--- config.mk ---
export PLATFORM = sky130hd
export DESIGN_NAME = gate_tt_sequencer
export DESIGN_NICKNAME = d
export VERILOG_FILES = /design/src/rtl/gate_tt_pkg.sv /design/src/rtl/gate_tt_settle_cnt.sv /design/src/rtl/gate_tt_sequencer.sv
export SDC_FILE = /design/constraint.sdc
export NUM_CORES = 1
export LEC_CHECK = 0
export CORE_MARGIN = 2
export CORE_UTILIZATION = 44
export CTS_CLUSTER_DIAMETER = 50
export DETAILED_ROUTE_END_ITERATION = 10
export HOLD_SLACK_MARGIN = 0.03
export PLACE_DENSITY = 0.76
export SLEW_MARGIN = 0
export SYNTH_ARGS = -nofsm -noshare
export SYNTH_HDL_FRONTEND = slang
export SYNTH_SLANG_ARGS = --single-unit
export TNS_END_PERCENT = 5
--- constraint.sdc ---
create_clock -name clk -period 2.5 [get_ports clk]
set_clock_uncertainty 0.15 [all_clocks]
set_input_delay 0.75 -clock clk [delete_from_list [all_inputs] [get_ports clk]]
set_output_delay 0.75 -clock clk [all_outputs]
set_load 0.03 [all_outputs]
--- src/rtl/gate_tt_pkg.sv ---
// gate_tt_pkg
// Shared types and constants for the gate truth-table sweep controller.
//   state_e  : sweep FSM state (idle, settling on a vector, reporting)
//   TT2_*    : reference truth tables for 2-input gates, bit i = Y at input vector i
//              (vector MSB = A, LSB = B)
package gate_tt_pkg;

    typedef enum logic [1:0] {
        StIdle   = 2'd0,
        StSettle = 2'd1,
        StDone   = 2'd2
    } state_e;

    localparam logic [3:0] TT2_XNOR = 4'h9;
    localparam logic [3:0] TT2_XOR  = 4'h6;
    localparam logic [3:0] TT2_AND  = 4'h8;
    localparam logic [3:0] TT2_OR   = 4'hE;
    localparam logic [3:0] TT2_NAND = 4'h7;
    localparam logic [3:0] TT2_NOR  = 4'h1;

endpackage

--- src/rtl/gate_tt_settle_cnt.sv ---
// gate_tt_settle_cnt
// Loadable down-counter timing how long each input vector is held on the gate.
// Ports:
//   clk, rst_n : clock, asynchronous active-low reset
//   load       : load load_val (takes priority over en)
//   en         : count down by one; holds at zero
//   load_val   : value loaded on load
//   tc         : terminal count, high while the count is zero
module gate_tt_settle_cnt #(
    parameter int unsigned WIDTH = 1
) (
    input  logic             clk,
    input  logic             rst_n,
    input  logic             load,
    input  logic             en,
    input  logic [WIDTH-1:0] load_val,
    output logic             tc
);

    logic [WIDTH-1:0] cnt_q;

    always_ff @(posedge clk or negedge rst_n) begin
        if (!rst_n) begin
            cnt_q <= '0;
        end else if (load) begin
            cnt_q <= load_val;
        end else if (en && (cnt_q != '0)) begin
            cnt_q <= cnt_q - WIDTH'(1);
        end
    end

    assign tc = (cnt_q == '0);

endmodule

--- src/rtl/gate_tt_sequencer.sv ---
// gate_tt_sequencer
// Sweeps every input vector of an N_IN-input, 1-output combinational gate in
// ascending order, holds each for SETTLE cycles, captures Y into a truth table
// and optionally compares it with an expected table.
// Configuration macro: GATE_TT_COMPARE_EN builds the expected latch, comparator
// and lowest-index mismatch encoder; without it pass/mismatch_idx read 0.
// Ports:
//   clk, rst_n   : clock, asynchronous active-low reset
//   start        : begin a sweep (only honoured while idle)
//   expected     : expected truth table, latched when a sweep starts
//   gate_in      : gate input vector (MSB = A)
//   gate_out     : gate output Y
//   busy         : sweep in progress
//   done         : one-cycle pulse when results are valid
//   truth_table  : bit i = Y captured with gate_in = i
//   pass         : truth_table matches expected
//   mismatch_idx : lowest differing vector index, 0 on pass
module gate_tt_sequencer
    import gate_tt_pkg::*;
#(
    parameter int unsigned N_IN   = 2,
    parameter int unsigned SETTLE = 2
) (
    input  logic                   clk,
    input  logic                   rst_n,
    input  logic                   start,
    input  logic [(1<<N_IN)-1:0]   expected,
    output logic [N_IN-1:0]        gate_in,
    input  logic                   gate_out,
    output logic                   busy,
    output logic                   done,
    output logic [(1<<N_IN)-1:0]   truth_table,
    output logic                   pass,
    output logic [N_IN-1:0]        mismatch_idx
);

    localparam int unsigned TT_W  = 1 << N_IN;
    localparam int unsigned CNT_W = (SETTLE > 1) ? $clog2(SETTLE) : 1;
    // One spare bit so the last-vector compare can never alias after a wrap.
    localparam logic [N_IN:0]      LAST_VEC = (N_IN + 1)'(TT_W - 1);
    localparam logic [CNT_W-1:0]   CNT_LOAD = CNT_W'(SETTLE - 1);

    state_e            state_q, state_d;
    logic [N_IN:0]     vec_q, vec_d;
    logic [TT_W-1:0]   tt_q, tt_d;
    logic              done_q, done_d;
    logic              cnt_load, cnt_en, cnt_tc;
    logic              clear_res, upd_res;

    gate_tt_settle_cnt #(
        .WIDTH (CNT_W)
    ) u_settle_cnt (
        .clk      (clk),
        .rst_n    (rst_n),
        .load     (cnt_load),
        .en       (cnt_en),
        .load_val (CNT_LOAD),
        .tc       (cnt_tc)
    );

    always_comb begin
        state_d   = state_q;
        vec_d     = vec_q;
        tt_d      = tt_q;
        done_d    = 1'b0;
        cnt_load  = 1'b0;
        cnt_en    = 1'b0;
        clear_res = 1'b0;
        upd_res   = 1'b0;
        unique case (state_q)
            StIdle: begin
                if (start) begin
                    state_d   = StSettle;
                    vec_d     = '0;
                    tt_d      = '0;
                    cnt_load  = 1'b1;
                    clear_res = 1'b1;
                end
            end
            StSettle: begin
                cnt_en = 1'b1;
                if (cnt_tc) begin
                    tt_d[vec_q[N_IN-1:0]] = gate_out;
                    if (vec_q == LAST_VEC) begin
                        state_d = StDone;
                    end else begin
                        vec_d    = vec_q + (N_IN + 1)'(1);
                        cnt_load = 1'b1;
                    end
                end
            end
            StDone: begin
                done_d  = 1'b1;
                upd_res = 1'b1;
                vec_d   = '0;
                state_d = StIdle;
            end
            default: begin
                state_d = StIdle;
            end
        endcase
    end

    always_ff @(posedge clk or negedge rst_n) begin
        if (!rst_n) begin
            state_q <= StIdle;
            vec_q   <= '0;
            tt_q    <= '0;
            done_q  <= 1'b0;
        end else begin
            state_q <= state_d;
            vec_q   <= vec_d;
            tt_q    <= tt_d;
            done_q  <= done_d;
        end
    end

    assign gate_in     = vec_q[N_IN-1:0];
    assign busy        = (state_q != StIdle);
    assign done        = done_q;
    assign truth_table = tt_q;

`ifdef GATE_TT_COMPARE_EN
    logic [TT_W-1:0] exp_q;
    logic [TT_W-1:0] diff;
    logic [N_IN-1:0] idx_c;
    logic            pass_q;
    logic [N_IN-1:0] idx_q;

    assign diff = tt_q ^ exp_q;

    // Scan from the top so the lowest differing index wins.
    always_comb begin
        idx_c = '0;
        for (int i = TT_W - 1; i >= 0; i--) begin
            if (diff[i]) begin
                idx_c = N_IN'(i);
            end
        end
    end

    always_ff @(posedge clk or negedge rst_n) begin
        if (!rst_n) begin
            exp_q  <= '0;
            pass_q <= 1'b0;
            idx_q  <= '0;
        end else if (clear_res) begin
            exp_q  <= expected;
            pass_q <= 1'b0;
            idx_q  <= '0;
        end else if (upd_res) begin
            pass_q <= (diff == '0);
            idx_q  <= idx_c;
        end
    end

    assign pass         = pass_q;
    assign mismatch_idx = idx_q;
`else
    logic unused_cmp;
    assign unused_cmp   = ^{expected, clear_res, upd_res};
    assign pass         = 1'b0;
    assign mismatch_idx = '0;
`endif

endmodule

==> impl_results.rst <==
.. list-table::
   :header-rows: 1

   * - Metric
     - Value
   * - Status
     - completed
   * - Number of distinct library cells after synthesis
     - 21
   * - Worst min-delay path class
     - register to register
   * - Nets
     - 82
   * - Sequential Area
     - around 280 um2
   * - Detailed placement HPWL
     - approximately 800 um
   * - Worst-path maximum fanout
     - 2
   * - Clock root buffer
     - clkbuf_4
   * - Clock latency at the later pin of the worst-skew pair
     - 260 ps
   * - Number of search-and-repair iterations in the first detailed-routing pass
     - 4
   * - Share of the clock period used by the worst path
     - 96.7%
   * - Max-slew violation total from the final report
     - 0
   * - Vias in the first global route
     - 386
   * - Endpoints failing setup
     - 0
   * - Multi-input combinational cell area
     - 307 um2
   * - Number of violations of the max-capacitance limit
     - 0
   * - Min cycle time layout
     - 2420 ps
   * - Fraction of layout instances using a drive strength above 1
     - slightly above 20%
   * - CTS H-tree lvls
     - 1
   * - Wire length after detailed routing
     - about 1100 um
   * - Drt initial violations
     - 7
   * - Die area
     - 1760 um2
   * - Number of antenna-violating nets in the routed design
     - 0
   * - Post-route DRC
     - 0
   * - CTS tree
     - yes
   * - Total track usage
     - between 10% and 20%
   * - Mean routed wirelength per cell
     - ~13 um
   * - Worst-case clock buffer depth
     - 2
   * - Post-CTS setup buffers
     - 0
   * - Effective utilization at floorplan
     - between 40% and 50%
   * - Critical Path Slowest Stage Cell
     - clkdlybuf4s50_1
   * - Non-filler instance count after layout
     - between 80 and 90
   * - Worst Setup End Kind
     - output pin
   * - Sequential-to-total area share from yosys stat
     - 43.4%
   * - Post-layout power
     - 1.00 mW
   * - Total I/O pin count
     - 19
   * - # fillers
     - approximately 110
   * - Total core area
     - roughly 1300 um2
   * - Number of hold violations in the final report
     - 0
   * - Post-Syn Area
     - 634 um2
   * - Mapped Cells
     - 55
   * - Routability-driven placement congestion ratio
     - slightly above 0.7
   * - Average footprint of a synthesized cell
     - approximately 12 um2
   * - Number of instances resized during post-cts repair
     - 0
   * - Pwr Density
     - around 1300 nW/um2
   * - Fin Hold WS
     - about 340 ps
   * - Number of antenna violations at the first check in global routing
     - 0
   * - Delay contributed by the slowest stage of the critical path
     - between 500 and 600 ps
   * - Required time of the critical path
     - ~1600 ps
   * - Kind of critical path
     - register to output pin
   * - Post-layout util
     - 58.5%
   * - Unrepaired setup endpoints after global routing
     - false
   * - Clock-pin transition on the worst setup and hold timing paths
     - around 70 ps
   * - Leakage power
     - ~0.37 nW
   * - Detailed-route via count
     - ~420
   * - Cell total after placement
     - 79
   * - Startpoint Class
     - register
   * - Commonest cells after routing, fill and taps aside
     - 11 x dfrtp_1, 11 x clkdlybuf4s50_1
   * - N_diodes
     - 0
   * - Vias per cell
     - about 5
   * - Maximum number of pins on one net before global-route repair
     - 12
   * - Clock Sinks
     - 11
   * - Wire length of the first global-routing pass
     - 1770 um
   * - Slew @ Worst Pin
     - around 520 ps
   * - Cell Rows
     - 13
   * - CP arrival
     - around 1500 ps
   * - Worst IR Drop VDD
     - between 0.0005 and 0.0006 V
   * - CP cell instances
     - or2_2 > clkdlybuf4s50_1
   * - Yosys warnings
     - 0
   * - F_max
     - a little over 400 MHz
   * - Grt total ovfl
     - 0
   * - Port Buf Inserts
     - 11
   * - Floorplan die height
     - ~42 um
   * - Count of hold buffers inserted by post-cts repair
     - 0
   * - Sum Neg Setup Slack
     - 0 ps
   * - Horiz. Die Dim
     - about 42 um
   * - Number of buffers created by CTS
     - 3
   * - Relative slew margins
     - 65.1%
   * - Area added between synthesis and finish
     - 21.5%
   * - Seq cells post-synth
     - 11
synthesized netlist by cell type:
cell	count	area share, %
a21oi_1	1	0.79
a22o_1	5	6.9
a31oi_1	1	0.99
and2b_1	1	1.2
and4bb_2	1	2.0
buf_4	5	5.9
clkbuf_1	1	0.59
conb_1	1	0.59
dfrtp_1	11	43
ha_1	5	9.9
inv_1	5	3.0
mux2_2	4	7.1
mux2_4	1	2.4
nor2_1	2	1.2
nor2b_1	5	4.9
nor3b_1	1	1.2
o21a_4	1	2.4
o21bai_1	1	1.2
o2bb2ai_1	1	1.4
or2_2	1	0.99
or4b_4	1	2.2
power by group:
group	switching (mW)	internal (mW)
clock	0.0584	0.0617
combinational	0.272	0.293
sequential	0.0683	0.248
cell type report:
class                      instances  share of cell area [%]
multi-input combinational         35                    39.8
sequential                        11                    35.7
timing repair buffer              13                    16.2
clock buffer                       4                    3.41
inverter                           5                    2.44
tap                               15                    2.44
worst max-delay path, delay by kind of cell, from the launching register on:
kind                   cells  cell delay [ps]
AND/OR/NAND/NOR            1              290
buffers and inverters      1              590
flip-flops                 1              370
logic make-up after synthesis:
logic type,Yosys count,share of synthesized area [%]
AND/OR/NAND/NOR,12,13.6
buffers and inverters,11,9.47
flip-flops,11,43.4
AO/OA/AOI/OAI,10,13.6
multiplexers,5,9.47
adder cells (fa/ha/maj),5,9.86
other,1,0.591
registers in the layout, summed over array words and instances (netlist names):
signal              flops
truth_table             4
vec_q                   3
state_q                 2
done                    1
u_settle_cnt.cnt_q      1
metal layers:
layer	up-vias	share of wire, %	global-route usage, %
met5	-	0	0
met4	0	1.0	7.74
met3	2	5.9	3.45
met2	11	44	19.7
met1	196	49	18.3
li1	206	-	-
path summary, 6_finish.rpt:
| path | start | end | slack, ps | cells after the start |
|---|---|---|---|---|
| max | state_q[1] | busy | 80 | 2 |
| max reg2reg | vec_q[0] | vec_q[0] | 380 | 5 |
| min reg2reg | vec_q[2] | vec_q[2] | 340 | 1 |
| max in group asynchronous | rst_n | truth_table[3] | 1180 | 1 |
| min in group asynchronous | rst_n | truth_table[2] | 680 | 1 |
| min | vec_q[2] | vec_q[2] | 340 | 1 |
stage by stage:
step | setup slack, ps | cell area (um2)
6_report | 83.6 | 771
4_1_cts | 77.9 | 771
5_1_grt | 33.6 | 771
3_5_place_dp | 372 | 744
2_1_floorplan | 490 | 642
3_3_place_gp | 379 | 744
No activity file was read; power rests on OpenSTA's default activity.
